<file path="config.mk">
export PLATFORM = sky130hd
export DESIGN_NAME = sr_latch_driver_flat
export DESIGN_NICKNAME = d
export VERILOG_FILES = /design/src/rtl/sr_latch_driver_if.sv /design/src/rtl/sr_latch_driver.sv /design/src/flat_wrapper.sv
export SDC_FILE = /design/constraint.sdc
export NUM_CORES = 1
export LEC_CHECK = 0
export ABC_AREA = 1
export CORE_MARGIN = 2
export CORE_UTILIZATION = 50
export DETAILED_ROUTE_END_ITERATION = 8
export PLACE_DENSITY = 0.81
export SLEW_MARGIN = 40
export SYNTH_ARGS = -nofsm -noshare
export SYNTH_HDL_FRONTEND = slang
export SYNTH_SLANG_ARGS = --single-unit
</file>
<file path="constraint.sdc">
create_clock -name clk -period 3.45 [get_ports clk]
set_input_delay 0.345 -clock clk [delete_from_list [all_inputs] [get_ports clk]]
set_output_delay 0.345 -clock clk [all_outputs]
set_load 0.01 [all_outputs]
</file>
<file path="src/rtl/sr_latch_driver_if.sv">
// Request handshake between control logic and sr_latch_driver.
// The master presents a target latch level; the slave signals when it can take it.
interface sr_latch_driver_if;
    logic req_valid;
    logic req_level;
    logic req_ready;

    modport master (
        output req_valid,
        output req_level,
        input  req_ready
    );

    modport slave (
        input  req_valid,
        input  req_level,
        output req_ready
    );
endinterface

</file>
<file path="src/rtl/sr_latch_driver.sv">
// Turns "set latch to level L" requests into exclusive, fixed-width s/r pulses
// with a recovery gap, and tracks a shadow copy of the latch output.
module sr_latch_driver #(
    parameter int PULSE_W = 2,
    parameter int GAP_W   = 1,
    parameter int CW      = 4
) (
    input  logic                 clk,
    input  logic                 rst_n,
    sr_latch_driver_if.slave     bus,
    output logic                 s,
    output logic                 r,
    output logic                 q_model,
    output logic                 known,
    output logic                 done
);

    typedef enum logic [1:0] {
        IDLE  = 2'd0,
        PULSE = 2'd1,
        GAP   = 2'd2
    } state_t;

    localparam logic [CW-1:0] PULSE_LD = CW'(PULSE_W - 1);
    localparam logic [CW-1:0] GAP_LD   = CW'((GAP_W > 0) ? (GAP_W - 1) : 0);

    state_t        state;
    logic [CW-1:0] cnt;
    logic          lvl;
    logic          accept;
    logic          redundant;

    assign bus.req_ready = (state == IDLE);
    assign accept        = bus.req_valid & bus.req_ready;
    // Until the first pulse the real latch may hold anything, so never skip.
    assign redundant     = known & (bus.req_level == q_model);

    always_ff @(posedge clk or negedge rst_n) begin
        if (!rst_n) begin
            state   <= IDLE;
            cnt     <= '0;
            lvl     <= 1'b0;
            s       <= 1'b0;
            r       <= 1'b0;
            q_model <= 1'b0;
            known   <= 1'b0;
            done    <= 1'b0;
        end else begin
            done <= 1'b0;
            case (state)
                IDLE: begin
                    if (accept) begin
                        if (redundant) begin
                            done <= 1'b1;
                        end else begin
                            state <= PULSE;
                            cnt   <= PULSE_LD;
                            lvl   <= bus.req_level;
                            s     <= bus.req_level;
                            r     <= ~bus.req_level;
                        end
                    end
                end
                PULSE: begin
                    if (cnt == '0) begin
                        s       <= 1'b0;
                        r       <= 1'b0;
                        q_model <= lvl;
                        known   <= 1'b1;
                        if (GAP_W == 0) begin
                            state <= IDLE;
                            done  <= 1'b1;
                        end else begin
                            state <= GAP;
                            cnt   <= GAP_LD;
                        end
                    end else begin
                        cnt <= cnt - 1'b1;
                    end
                end
                GAP: begin
                    if (cnt == '0) begin
                        state <= IDLE;
                        done  <= 1'b1;
                    end else begin
                        cnt <= cnt - 1'b1;
                    end
                end
                default: begin
                    state <= IDLE;
                    s     <= 1'b0;
                    r     <= 1'b0;
                end
            endcase
        end
    end

    a_exclusive: assert property (@(posedge clk) disable iff (!rst_n) !(s && r));

endmodule

</file>
<file path="src/flat_wrapper.sv">
// flat-port wrapper written by rule: the top's interface ports become plain ports
module sr_latch_driver_flat 
#(
    parameter int PULSE_W = 2,
    parameter int GAP_W   = 1,
    parameter int CW      = 4
)
  (clk, rst_n, s, r, q_model, known, done, bus_req_valid, bus_req_level, bus_req_ready);
  sr_latch_driver_if bus_i ();
  input  logic clk;
  input  logic rst_n;
  output logic s;
  output logic r;
  output logic q_model;
  output logic known;
  output logic done;
  input wire logic [$bits(bus_i.req_valid)-1:0] bus_req_valid;
  input wire logic [$bits(bus_i.req_level)-1:0] bus_req_level;
  output wire logic [$bits(bus_i.req_ready)-1:0] bus_req_ready;
  assign bus_i.req_valid = bus_req_valid;
  assign bus_i.req_level = bus_req_level;
  assign bus_req_ready = bus_i.req_ready;
  sr_latch_driver #(.PULSE_W(PULSE_W), .GAP_W(GAP_W), .CW(CW)) u_core (.clk(clk), .rst_n(rst_n), .bus(bus_i), .s(s), .r(r), .q_model(q_model), .known(known), .done(done));
endmodule
</file>
==> results of run 1 <==
cells by family after synthesis:
logic type / after synthesis
simple gates: 62
buf+inv: 14
flops: 12
fa+ha+maj: 6
compound gates: 4
area by class of cell:
class / count / area [µm²]
timing repair buffer: 9 / 90.1
multi-input combinational: 72 / 389
inverter: 14 / 52.6
fill: 110 / 463
sequential: 12 / 300
clock buffer: 4 / 36.3
tap: 15 / 18.8
metal layers:
layer  global-route usage [%]  vias to the layer above  share of wire, %
met5                        0                        -                 0
met4                     3.75                        0              0.90
met3                     3.88                        2               3.4
met2                     28.9                       12                47
met1                     23.0                      285                48
li1                         -                      328                 -
through the flow:
| stage | utilization [%] | area [µm²] | hold WS (ps) | instances |
|---|---|---|---|---|
| 3_5_place_dp | 63.0 | 851 | 470 | 122 |
| 2_1_floorplan | - | 742 | 49.4 | 98 |
| 5_1_grt | 65.7 | 887 | 475 | 126 |
| 4_1_cts | 65.7 | 887 | 442 | 126 |
| 3_3_place_gp | 63.0 | 851 | 458 | 122 |
| 6_report | 65.7 | 887 | 419 | 126 |
worst paths after layout:
path                                       from       endpoint  slack [ps]  cells past startpoint
min in group clk                       u_core.r       u_core.r         490                      2
worst max register to register  u_core.state[0]  u_core.cnt[1]        2020                      7
worst min-delay path                      rst_n    u_core.done         420                      1
worst max-delay path            u_core.state[0]  bus_req_ready        1440                      3
worst min register to register         u_core.r       u_core.r         490                      2
max in group asynchronous                 rst_n  u_core.cnt[3]        2670                      1
critical path: stages (launching register included):
cell,delay [ps]
dfrtp_1,420
inv_1,90
ha_1,290
clkdlybuf4s50_1,580
placed cells by master (no fill, tap or decap), drive strengths merged:
master,synthesis,layout
nand2,39,39
a21oi,1,1
nand3,13,13
nand4,1,1
dfrtp,12,12
clkbuf,0,4
ha,6,6
o21ai,3,3
or2,2,2
inv,14,14
clkdlybuf4s50,0,9
nor2,7,7
registers in the layout, indices dropped and copies added, names as in the netlist:
register	flops
u_core.cnt	4
u_core.state	2
u_core.done	1
u_core.known	1
u_core.lvl	1
u_core.q_model	1
u_core.r	1
u_core.s	1
where the power goes:
part	switching (µW)	internal, µW	leakage, µW
clock network	52.6	64.2	0.0000210
registers	45.7	194	0.000152
logic	275	185	0.000305
==> flow_metrics.tcl, run 1 <==
set metrics [dict create \
    outcome "completed" \
    nets 122 \
    netlist.area_leader.share_pct 40.5 \
    syn_avg_cell_area_um2 7.57 \
    critPathRequiredTime_ps 3110 \
    synthTopCellsByCount "31 x nand2_1, 12 x dfrtp_1, 12 x inv_1, 12 x nand3_1" \
    start_util_pct 55.0 \
    design.core.area_um2 1350 \
    firstDrtPassIters 4 \
    hpwl_um 1120 \
    vias 627 \
    drive_above_1_share_pct 15.3 \
    fin_skew_ps 0.498 \
    tightest_slew_ps 553 \
    setup_ws_ps 1440 \
    viasPerCell 4.98 \
    path_class "reg -> out" \
    antenna_found_initial 0 \
    clk_pin_slew_ps 80 \
    yosysWarnings 0 \
    ctsResizeCount 0 \
    gp_congestion 0.799 \
    drc 0 \
    clock_latency_ps 280 \
    wirelength_um 1440 \
    p_per_area_nw_per_um2 920 \
    synthFlopType "dfrtp_1" \
    synthAdderAreaFrac_pct 10.1 \
    synthToLayoutAreaGrowth_pct 19.6 \
    grt.total_usage_pct 17.4 \
    die-area_um2 1810 \
    cts_root_buf "clkbuf_4" \
    place_ws_ps 1750 \
    syn_nets 108 \
    num_antenna_cells 0 \
    synthCells 98 \
    synth-edff-count 0 \
    synth-xor-area-share_pct 0 \
    grt_max_degree 13 \
    hold_buffers 0 \
    ir_worst_vdd_uv 463 \
    synth_top_cell_by_area "dfrtp_1" \
    core.rowCount 13 \
    ios 10 \
    clock_path_buffers 2 \
    synth_area_leaders "dfrtp_1 40%, nand2_1 16%, ha_1 10%" \
    wl_per_cell_um 11.5 \
    synth_seq_area_share_pct 40.5 \
    synth.most_common_cell "nand2_1" \
    async_flop_share_pct 100 \
    synth.mux.area_fraction_pct 0 \
    arrival_ps 1670 \
    cp-end-kind "output pin" \
    first_global_vias 559 \
    slew_violations 0 \
    synth_seq_cells 12 \
    cts_tree "built" \
    io_buffers 9 \
    cts_made_buffers 3 \
    clkSinkCount 12 \
    netlist_area_um2 742 \
    dr.first_iter.drc_count 6 \
    die_w_um 42.5 \
    setup_viol 0 \
    synthSimpleGateAreaFrac_pct 39.6 \
    grt_pass1_wl_um 2380 \
    gr-total-overflow 0 \
    post_cts_buffers 0 \
    ant_nets 0 \
    fin_crit_sh_pct 58.3 \
    synth_cell_type_count 17 \
    synth_top_family_by_area "simple AND/OR/NAND/NOR gates" \
    slew_headroom_pct 63.0 \
    hp-class "in -> async" \
    cap_violations 0 \
    cts-htree-levels 1 \
    tns_ps 0 \
    min_period_ps 2010 \
    synth-compound-area-share_pct 2.70 \
    die_h_um 42.5 \
    max_freq_ghz 0.497 \
    p_leak_uw 0.000479 \
    start_kind "flip-flop" \
    finalHoldViolCount 0 \
    cp_max_fo 6 \
    rsz0062_at_grt "no" \
    power_uw 816 \
]
Power figures use the tool's default switching activity.
==> inputs of run 2 (changes only) <==
CORE_UTILIZATION = 47   (was 50)
PLACE_DENSITY = 0.8   (was 0.81)
clock period = 1.7 ns   (was 3.45 ns; I/O delays follow)
==> flow_metrics.tcl, run 2 (synthesis results as in run 1) <==
set metrics [dict create \
    grt_max_degree 13 \
    timing.hold.ws_ps 241 \
    antenna_found_initial 0 \
    slowest_delay_ps 560 \
    ant_nets 0 \
    die-area_um2 1910 \
    max_freq_ghz 0.706 \
    regMostFlops "u_core.cnt" \
    arrival_ps 1250 \
    cap_violations 0 \
    tns_ps 0 \
    final_core_util_pct 60.3 \
    setup_viol 0 \
    cts_tree "built" \
    clk_pin_slew_ps 90 \
    clock_latency_ps 270 \
    reg_top3 "u_core.cnt: 4 flops, u_core.state: 2 flops" \
    hpwl_um 1110 \
    clkSinkCount 12 \
    tightest_slew_ps 534 \
    num_antenna_cells 0 \
    final_cell_mix "31 x nand2_1, 12 x inv_1, 12 x nand3_1, 12 x dfrtp_1, 8 x clkdlybuf4s50_1" \
    cts-htree-levels 1 \
    drive_above_1_share_pct 16.1 \
    die_w_um 43.7 \
    fin_crit_sh_pct 83.4 \
    busiest_layer "met2" \
    grt_pass1_wl_um 2370 \
    vias 625 \
    slew_violations 0 \
    core.rowCount 14 \
    min_period_ps 1420 \
    cp_slowest_cell "clkdlybuf4s50_1" \
    outcome "completed" \
    met1_usage_pct 19.3 \
    gr-total-overflow 0 \
    hp-class "in -> async" \
    first_global_vias 617 \
    path_class "reg -> out" \
    hold_buffers 0 \
    grt_use_met2_pct 30.3 \
    dr.first_iter.drc_count 15 \
    critical_path.top_delay_family "buffers and inverters" \
    gp_congestion 0.775 \
    cts_made_buffers 3 \
    viasPerCell 4.88 \
    gr-usage-met3_pct 2.92 \
    cp-end-kind "output pin" \
    critPathRequiredTime_ps 1530 \
    largest_reg_flops 4 \
    finalHoldViolCount 0 \
    grt.total_usage_pct 17.0 \
    design.core.area_um2 1490 \
    worstPathCellList "clkdlybuf4s50_1" \
    start_util_pct 49.8 \
    p_leak_uw 0.000490 \
    cts_root_buf "clkbuf_4" \
    rsz0062_at_grt "no" \
    synthToLayoutAreaGrowth_pct 21.1 \
    ios 10 \
    cp_max_fo 4 \
    slew_headroom_pct 64.3 \
    wirelength_um 1410 \
    crit_buf_inv 1 \
    ir_worst_vdd_uv 896 \
    drc 0 \
    die_h_um 43.7 \
    clock_path_buffers 2 \
    fin_skew_ps 6.58 \
    p_per_area_nw_per_um2 1830 \
    firstDrtPassIters 4 \
    start_kind "flip-flop" \
    final_common_cell "nand2_1" \
    nets 123 \
    wl_per_cell_um 11.0 \
    io_buffers 9 \
]
[run 2: cell count changes in the layout (fill, tap and decap cells not counted)]
cell and delta:
dlymetal6s2s_1 +1, clkdlybuf4s50_1 -1, buf_4 +1
[run 2: repair_timing]
action,CTS,global route
setup endpoints to repair,0,1
gates resized for setup,0,1
endpoints found under the hold margin,0,0
setup buffers,0,0
[run 2: routing by layer]
layer / up-vias / part of all wire (%)
li1: 331 / -
met1: 284 / 48
met2: 8 / 48
met3: 2 / 3.3
met4: 0 / 0.71
met5: - / 0
[run 2: worst paths after layout]
path	from	to	depth (start not counted)	slack [ps]
worst max-delay path	u_core.known	known	1	280
worst min-delay path	rst_n	u_core.known	1	240
worst max register to register	u_core.state[0]	u_core.cnt[2]	7	290
worst min register to register	u_core.r	u_core.r	2	490
max in group asynchronous	rst_n	u_core.cnt[2]	1	1100
min in group clk	u_core.r	u_core.r	2	490
[run 2: layout make-up]
type | count | area, µm²
multi-input cells | 72 | 389
fillers | 141 | 591
clock buffers | 4 | 36.3
flip-flops and latches | 12 | 300
inverters | 14 | 52.6
well taps | 16 | 20.0
repair buffers | 10 | 100
[run 2: stage by stage]
step | total power (µW) | instance area [µm²] | setup slack, ps | instances
after global placement | 1400 | 860 | 325 | 124
after floorplan | 1150 | 742 | 420 | 98
final | 1650 | 898 | 283 | 128
after CTS | 1660 | 896 | 0.680 | 128
after global routing | 1810 | 898 | 164 | 128
after detailed placement | 1430 | 860 | 304 | 124
[run 2: power by group]
group	internal, µW	leakage (µW)	switching [µW]
combinational	385	0.000317	546
clock	130	0.0000210	101
sequential	393	0.000152	92.5
total	908	0.000490	740
==> inputs of run 3 (changes only) <==
CORE_UTILIZATION = 50   (was 47)
PLACE_DENSITY = 0.81   (was 0.8)
clock period = 1.5 ns   (was 1.7 ns; I/O delays follow)
==> flow_metrics.tcl, run 3 (synthesis results as in run 1) <==
set metrics [dict create \
    die_h_um 42.5 \
    clk_pin_slew_ps 80 \
    cts_made_buffers 3 \
    cts_root_buf "clkbuf_4" \
    start_util_pct 55.0 \
    design.core.area_um2 1350 \
    worstPathCellList "inv_1 -> ha_2 -> dlygate4sd2_1" \
    grt_pass1_wl_um 2750 \
    gr-total-overflow 0 \
    slowest_delay_ps 420 \
    regMostFlops "u_core.cnt" \
    antenna_found_initial 0 \
    clock_latency_ps 280 \
    dp.cells 123 \
    core.rowCount 13 \
    drive_above_1_share_pct 20.5 \
    cp_slowest_cell "dfrtp_1" \
    viasPerCell 5.06 \
    finalNonFillerCells 127 \
    nets 123 \
    slew_headroom_pct 63.8 \
    ios 10 \
    clock_path_buffers 2 \
    fin_crit_sh_pct 94.6 \
    cts_tree "built" \
    p_per_area_nw_per_um2 2150 \
    tns_ps 0 \
    finalHoldViolCount 0 \
    rsz0062_at_grt "no" \
    reg_top3 "u_core.cnt: 4 flops, u_core.state: 2 flops" \
    hold_buffers 0 \
    slew_violations 0 \
    cp_max_fo 4 \
    hp-class "in -> async" \
    reg2regPathDepth 7 \
    final_cell_mix "30 x nand2_1, 12 x nand3_1, 12 x dfrtp_1" \
    min_period_ps 1420 \
    path_class "reg -> out" \
    placed_cell_area_um2 858 \
    cp-end-kind "output pin" \
    drc 0 \
    max_freq_ghz 0.705 \
    gp_congestion 0.857 \
    ant_nets 0 \
    cts-htree-levels 1 \
    ir_worst_vdd_uv 1440 \
    wirelength_um 1550 \
    fin_skew_ps 3.96 \
    post_cts_buffers 0 \
    die_w_um 42.5 \
    design_area_um2 908 \
    hpwl_um 1210 \
    start_kind "flip-flop" \
    tightest_slew_ps 542 \
    grt.total_usage_pct 20.6 \
    outcome "completed" \
    firstDrtPassIters 4 \
    vias 642 \
    first_global_vias 638 \
    grt_max_degree 13 \
    setup_viol 0 \
    largest_reg_flops 4 \
    io_buffers 9 \
    die-area_um2 1810 \
    critPathRequiredTime_ps 1350 \
    final_common_cell "nand2_1" \
    clkSinkCount 12 \
    p_leak_uw 0.000487 \
    arrival_ps 1270 \
    wl_per_cell_um 12.2 \
    timing.hold.ws_ps 217 \
    dr.first_iter.drc_count 14 \
    synthToLayoutAreaGrowth_pct 22.4 \
    num_antenna_cells 0 \
    cap_violations 0 \
]
-- run 3: where the power goes --
group / leakage, µW / internal (µW) / switching (µW)
Combinational: 0.000314 / 464 / 676
Clock: 0.0000210 / 148 / 115
Sequential: 0.000152 / 446 / 107
-- run 3: through the flow --
| step | setup slack [ps] | utilization (%) | total power, µW |
|---|---|---|---|
| after floorplan | 220 | - | 1300 |
| after global placement | 163 | 63.6 | 1590 |
| after detailed placement | 59.0 | 63.6 | 1640 |
| after CTS | 51.7 | 66.2 | 1890 |
| after global routing | 2.06 | 67.3 | 2130 |
| final | 81.1 | 67.3 | 1950 |
-- run 3: layout make-up --
| class | instances | area (µm²) |
|---|---|---|
| Sequential cell | 12 | 300 |
| Multi-Input combinational cell | 72 | 404 |
| Tap cell | 15 | 18.8 |
| Fill cell | 107 | 442 |
| Clock buffer | 4 | 36.3 |
| Inverter | 14 | 52.6 |
| Timing Repair Buffer | 10 | 96.3 |
-- run 3: layer usage --
| layer | global-route usage, % | vias to the layer above | wire length (µm) | part of all wire (%) |
|---|---|---|---|---|
| li1 | - | 332 | - | - |
| met1 | 23.9 | 285 | 689 | 44 |
| met2 | 34.5 | 21 | 753 | 49 |
| met3 | 7.76 | 4 | 84 | 5.4 |
| met4 | 6.88 | 0 | 22 | 1.4 |
| met5 | 0 | - | 0 | 0 |
-- run 3: what timing repair did --
| action | 4_1_cts | 5_1_grt |
|---|---|---|
| endpoints found under the setup margin | 1 | 8 |
| gates resized for setup | 1 | 6 |
| hold endpoints to repair | 0 | 0 |
| cloned | 0 | 0 |
-- run 3: path summary, 6_finish.rpt --
path	start	end	slack, ps
max	u_core.state[0]	bus_req_ready	80
min	rst_n	u_core.known	220
max in group asynchronous	rst_n	u_core.cnt[3]	920
min reg2reg	u_core.s	u_core.s	500
max reg2reg	u_core.state[0]	u_core.cnt[0]	130
min in group clk	u_core.s	u_core.s	500
-- run 3: worst max-delay path: cells and delay by family, from the launching register on --
family | cells | cell delay (ps)
flops | 1 | 420
buf+inv | 2 | 380
fa+ha+maj | 1 | 190
